File: src/rtl/button_debounce_pulse.sv
// button_debounce_pulse: synchronises a raw push-button, rejects bounce and emits
// one-cycle press/release strobes. Optional auto-repeat via the AUTO_REPEAT_EN macro.
`default_nettype none

module button_debounce_pulse #(
    parameter int SYNC_STAGES     = 3,
    parameter int DEBOUNCE_CYCLES = 2047,
    parameter int REPEAT_DELAY    = 8000,
    parameter int REPEAT_PERIOD   = 2000
) (
    input  logic clk,
    input  logic reset,
    input  logic button_raw,
    output logic button_level,
    output logic button_pulse,
    output logic release_pulse,
    output logic repeat_active
);

    localparam int CNT_W = $clog2(DEBOUNCE_CYCLES + 1);
    localparam logic [CNT_W-1:0] CNT_ONE  = CNT_W'(1);
    localparam logic [CNT_W-1:0] CNT_LAST = CNT_W'(DEBOUNCE_CYCLES - 1);

    if (SYNC_STAGES < 2 || DEBOUNCE_CYCLES < 2 || REPEAT_DELAY < 1 || REPEAT_PERIOD < 1) begin : g_bad_params
        $error("button_debounce_pulse: illegal parameter value");
    end

    typedef enum logic [1:0] {
        IDLE        = 2'd0,
        ARM_PRESS   = 2'd1,
        PRESSED     = 2'd2,
        ARM_RELEASE = 2'd3
    } state_t;

    state_t                 state_q, state_d;
    logic [SYNC_STAGES-1:0] sync_q;
    logic [CNT_W-1:0]       cnt_q, cnt_d;
    logic                   level_q, level_d;
    logic                   pulse_q, pulse_d;
    logic                   rel_q, rel_d;
    logic                   s;

    assign s = sync_q[SYNC_STAGES-1];

`ifdef AUTO_REPEAT_EN
    localparam int RPT_MAX = (REPEAT_DELAY > REPEAT_PERIOD) ? REPEAT_DELAY : REPEAT_PERIOD;
    localparam int RCNT_W  = $clog2(RPT_MAX + 1);
    localparam logic [RCNT_W-1:0] RCNT_ONE    = RCNT_W'(1);
    localparam logic [RCNT_W-1:0] DELAY_LAST  = RCNT_W'(REPEAT_DELAY - 1);
    localparam logic [RCNT_W-1:0] PERIOD_LAST = RCNT_W'(REPEAT_PERIOD - 1);

    logic [RCNT_W-1:0] rcnt_q, rcnt_d;
    logic              ract_q, ract_d;
`endif

    always_ff @(posedge clk or negedge reset) begin
        if (!reset) begin
            sync_q  <= '0;
            state_q <= IDLE;
            cnt_q   <= '0;
            level_q <= 1'b0;
            pulse_q <= 1'b0;
            rel_q   <= 1'b0;
`ifdef AUTO_REPEAT_EN
            rcnt_q  <= '0;
            ract_q  <= 1'b0;
`endif
        end else begin
            sync_q  <= {sync_q[SYNC_STAGES-2:0], button_raw};
            state_q <= state_d;
            cnt_q   <= cnt_d;
            level_q <= level_d;
            pulse_q <= pulse_d;
            rel_q   <= rel_d;
`ifdef AUTO_REPEAT_EN
            rcnt_q  <= rcnt_d;
            ract_q  <= ract_d;
`endif
        end
    end

    // Counters default to zero so every state entry starts from a clean count.
    always_comb begin
        state_d = state_q;
        cnt_d   = '0;
        level_d = level_q;
        pulse_d = 1'b0;
        rel_d   = 1'b0;
`ifdef AUTO_REPEAT_EN
        rcnt_d  = '0;
        ract_d  = 1'b0;
`endif
        case (state_q)
            IDLE: begin
                if (s) begin
                    state_d = ARM_PRESS;
                    cnt_d   = CNT_ONE;
                end
            end
            ARM_PRESS: begin
                if (!s) begin
                    state_d = IDLE;
                end else if (cnt_q == CNT_LAST) begin
                    state_d = PRESSED;
                    level_d = 1'b1;
                    pulse_d = 1'b1;
                end else begin
                    cnt_d = cnt_q + CNT_ONE;
                end
            end
            PRESSED: begin
                if (!s) begin
                    state_d = ARM_RELEASE;
                    cnt_d   = CNT_ONE;
                end
`ifdef AUTO_REPEAT_EN
                else if (rcnt_q == (ract_q ? PERIOD_LAST : DELAY_LAST)) begin
                    pulse_d = 1'b1;
                    ract_d  = 1'b1;
                end else begin
                    rcnt_d = rcnt_q + RCNT_ONE;
                    ract_d = ract_q;
                end
`endif
            end
            ARM_RELEASE: begin
                if (s) begin
                    state_d = PRESSED;
                end else if (cnt_q == CNT_LAST) begin
                    state_d = IDLE;
                    level_d = 1'b0;
                    rel_d   = 1'b1;
                end else begin
                    cnt_d = cnt_q + CNT_ONE;
                end
            end
            default: state_d = IDLE;
        endcase
    end

    assign button_level  = level_q;
    assign button_pulse  = pulse_q;
    assign release_pulse = rel_q;
`ifdef AUTO_REPEAT_EN
    assign repeat_active = ract_q;
`else
    assign repeat_active = 1'b0;
`endif

endmodule

`default_nettype wire

File: config.mk
export PLATFORM = sky130hd
export DESIGN_NAME = button_debounce_pulse
export DESIGN_NICKNAME = d
export VERILOG_FILES = /design/src/rtl/button_debounce_pulse.sv
export SDC_FILE = /design/constraint.sdc
export NUM_CORES = 1
export LEC_CHECK = 0
export CAP_MARGIN = 25
export CORE_ASPECT_RATIO = 1.2
export CORE_MARGIN = 5
export CORE_UTILIZATION = 40
export DETAILED_ROUTE_END_ITERATION = 7
export PLACE_DENSITY = 0.62
export SLEW_MARGIN = 20
export SYNTH_ARGS = -nofsm -noshare
export SYNTH_HDL_FRONTEND = slang
export SYNTH_SLANG_ARGS = --single-unit
File: constraint.sdc
create_clock -name clk -period 1.9 [get_ports clk]
set_input_delay 0.475 -clock clk [delete_from_list [all_inputs] [get_ports clk]]
set_output_delay 0.475 -clock clk [all_outputs]
set_load 0.03 [all_outputs]
# Yosys cells after proc, flatten, opt, wreduce, memory -nomap -nowiden
# Index checks and enable logic that the tools add are counted.
[word_totals]
elab_cells = 46
input_bits = 3
reg_bits = 19
[op_classes]
n_reduce_logical = 4
n_eq_ne = 12
mux = 23
addsub = 1
[op_table]
columns = ["operator", "n"]
rows = [
  ["$pmux 11 s4", 1],
  ["$mux 11", 3],
  ["$mux 2", 6],
  ["$ne 2x2->1 const B", 6],
  ["$add 11x1->11 const B", 1],
  ["$eq 11x11->1 const B", 1],
  ["$mux 1", 11],
  ["$pmux 2 s4", 1],
  ["$ne 3x3->1 const B", 2],
  ["$reduce_and 5->1", 1],
  ["$eq 2x2->1 const B", 2],
  ["$reduce_and 4->1", 1],
  ["$eq 2x1->1 const B", 1],
  ["$logic_not 2->1", 1],
  ["$pmux 1 s2", 1],
  ["$reduce_bool 2->1", 1],
]

# Longest topological paths before layout
[depth]
depth_word = 4
depth_mapped = 6
ltp_nobuf = 5

# Worst setup path after synthesis
# No wires, ideal clock.
[synth_timing]
kind = "flip-flop to flip-flop"
start = "register cnt_q[0]"
end = "register (tool-made name)"
setup_slack_ns = 0.175
t_required_ns = 1.775
t_arrival_ns = 1.600
setup_time_ns = 0.125
n_path_buf = 1
path_stages_with_launch = 7
path_cell_list = "dfrtp_1 > inv_1 > ha_1 > nand4_1 > or4_1 > buf_2 > mux2_4"
[synth_lines]
columns = ["item", "line_no", "text"]
rows = [
  ["from (decl)", "37", "logic [CNT_W-1:0] cnt_q, cnt_d;"],
  ["from (signal assigned)", "71", "cnt_q <= cnt_d;"],
]

# Final worst setup path
[layout_timing]
start = "register level_q (netlist: button_level)"
end = "output port button_level"
[layout_lines]
columns = ["item", "line_no", "text"]
rows = [
  ["from (decl)", "38", "logic level_q, level_d;"],
  ["from (signal assigned)", "72", "level_q <= level_d;"],
  ["to (decl)", "14", "output logic button_level,"],
]
# No word-level cell between the ends.

==> results.md <==
- YS warnings: 0
- Post-synth net total: 87
- RSZ-0062 raised after global routing: no
- Hold Path Class: reg -> reg
- Routed WL: 1550 um
- PwrDens: 643 nW/um2
- Clk_skew: 1.44 ps
- I/O Pins: 7
- First-pass GRT wire length: 2860 um
- Final min period: 1830 ps
- Fin cells: 124
- Drt pass-1 iters: 3
- Vias in the first global route: 637
- Share of layout cells above drive strength 1: 14.9%
- Drc violations: 0
- Routed WL per cell: 12.5 um
- Buffers on Ports: 5
- Syn Area/Cell: 10.7 um2
- Final HPWL DP: 1140 um
- # hold bufs at CTS: 0
- Inserted Diodes: 0
- Gr usage total: 12.1%
- Clock Tree Root: clkbuf_4
- CP bufs+invs: 1
- Placed cells: 120
- Pin count of the biggest net entering global routing: 20
- Cell family with most CP delay: buffers and inverters
- Final Slew Violations: 0
- Post-synthesis cell count: 82
- Max Cap Violations: 0
- VDD IR max: 505 uV
- Core area: 2070 um2
- Setup TNS: 0 ps
- CTS Buf Count: 3
- Worst-path clk slew: 100 ps
- Layout net count: 100
- CP arrival: 1360 ps
- CP max-delay cell: clkdlybuf4s50_1
- H-tree Lvls: 1
- Post-DRT Antenna Nets: 0
- Die width: 52.7 um
- Initial antenna violation count: 0
- Area of the die: 3230 um2
- Worst path max stage delay: 680 ps
- CP required: 1420 ps
- Sink Count: 19
- Filler Cells Inserted: 208
- P&R area growth vs syn: 15.9%
- Final setup viols: 0
- GPL Wtd Cong: 0.743
- Clock buffer depth: 2
- CTS tree: built
- Die Height: 61.3 um
- Initial Util: 42.3%
- Area of the multi-input gates: 365 um2
- Fmax: 546 MHz
- Status: complete, no violations
- Placement Setup Slack: 164 ps
- Critical path type: reg -> out
- Vias per inst: 5.06
- Sequential cell area: 475 um2
- Clk_lat worst skew: 290 ps
- Critical path peak fanout: 3
- Fin crit share: 96.3%
- Startpoint types: register
- Iteration-0 DRC Markers: 20
- Total number of vias: 627
- Post-route setup slack: 69.9 ps
- # rows: 18
- Total grt overflow: 0
- Worst Setup End Kind: primary output
- Gates resized, CTS repair: 0
- Final Hold Viols: 0
- Postcts setup bufs: 0
- Sequential area share after synthesis: 54.3%
- Critical Path, Cell by Cell: clkdlybuf4s50_1
- Seq cells post-synth: 19
- Netlist cell types: 32
- Synthesized cell area: 876 um2
- Leakage: 0.427 nW
metrics by stage:
| stage | hold slack [ps] | total power [W] | area (um2) | util (%) |
|---|---|---|---|---|
| floorplan | 179 | 0.000441 | 876 | - |
| global placement | 350 | 0.000461 | 988 | 47.7 |
| detailed placement | 336 | 0.000461 | 988 | 47.7 |
| CTS | 373 | 0.000667 | 1010 | 49.0 |
| global route | 392 | 0.000690 | 1010 | 49.0 |
| finish | 365 | 0.000653 | 1010 | 49.0 |
cells in the final DEF, fill, tap and decap left out:
cell type,instances
or3_1,2
o21a_1,1
or4_1,1
o21ai_0,5
o22ai_1,1
nand2b_1,1
ha_1,2
buf_4,5
xnor2_1,2
xor2_1,2
clkdlybuf4s50_1,5
clkbuf_4,3
nand4_4,1
o211ai_1,1
nor4b_1,1
nor3_1,1
nand4_1,2
nor2_1,7
o41ai_1,1
mux2_4,1
clkbuf_1,1
a211oi_1,3
o2bb2ai_1,1
nand2_1,5
o311ai_1,1
dfrtp_1,19
a21oi_1,3
and2_2,1
or3_2,1
inv_1,6
or4b_2,1
conb_1,1
and3_2,1
nand3_1,5
worst paths after layout:
check                                  start       endpoint  slack (ps)  depth (start not counted)
min in group asynchronous              reset       cnt_q[4]         510                          2
worst min register to register     sync_q[1]      sync_q[2]         370                          0
worst max register to register      cnt_q[0]       register         140                          5
worst max-delay path            button_level   button_level          70                          1
worst min-delay path               sync_q[1]      sync_q[2]         370                          0
max in group asynchronous              reset  release_pulse        1200                          2
synthesized netlist by cell type:
cell type | number | area share, %
or4b_2 | 1 | 1.1
nor3_1 | 1 | 0.57
o2bb2ai_1 | 1 | 1.0
nand4_1 | 2 | 1.4
a211oi_1 | 3 | 2.6
buf_4 | 1 | 0.86
o311ai_1 | 1 | 1.0
nand3_1 | 5 | 2.9
o21a_1 | 1 | 0.86
mux2_4 | 1 | 1.7
or3_1 | 2 | 1.4
o41ai_1 | 1 | 1.0
nor4b_1 | 1 | 1.0
or3_2 | 1 | 0.86
and3_2 | 1 | 0.86
or4_1 | 1 | 0.86
nand2_1 | 5 | 2.1
nand4_4 | 1 | 2.4
xor2_1 | 2 | 2.0
conb_1 | 1 | 0.43
o211ai_1 | 1 | 0.86
o22ai_1 | 1 | 0.71
dfrtp_1 | 19 | 54
xnor2_1 | 2 | 2.0
nor2_1 | 7 | 3.0
a21oi_1 | 3 | 1.7
nand2b_1 | 1 | 0.71
and2_2 | 1 | 0.86
buf_2 | 1 | 0.57
o21ai_0 | 5 | 2.9
ha_1 | 2 | 2.9
inv_1 | 6 | 2.6
layer usage:
| layer | up-vias | global-route usage, % | part of all wire [%] |
|---|---|---|---|
| met4 | 0 | 6.57 | 1.2 |
| met2 | 7 | 18.6 | 48 |
| met1 | 306 | 16.2 | 47 |
| met5 | - | 0 | 0 |
| met3 | 2 | 2.18 | 3.7 |
| li1 | 312 | - | - |
state kept, by name, indices dropped and copies added (netlist names), named ones only:
register / count
button_level: 1
state_q: 1
button_pulse: 1
release_pulse: 1
cnt_q: 11
sync_q: 3
area by class of cell:
class	instances	area share, %
timing repair buffer	10	8.63
multi-input combinational	55	36.0
inverter	6	2.22
sequential	19	46.9
tap	30	3.70
clock buffer	4	2.59
power by group:
part / switching, W / internal, W
logic: 0.0000198 / 0.0000139
clock network: 0.000119 / 0.0000815
registers: 0.00000729 / 0.000411
total: 0.000146 / 0.000507
cell families (layout without fill, tap and decap cells):
family	after synthesis	count (layout)	share of synthesized area [%]
AND/OR/NAND/NOR	30	30	20.1
XOR/XNOR	4	4	4.00
AO/OA/AOI/OAI	17	17	12.6
multiplexers	1	1	1.71
adder cells (fa/ha/maj)	2	2	2.86
buffers and inverters	8	20	4.00
flip-flops	19	19	54.3
other	1	1	0.428
Note: power is estimated with default switching activity, not from simulation.
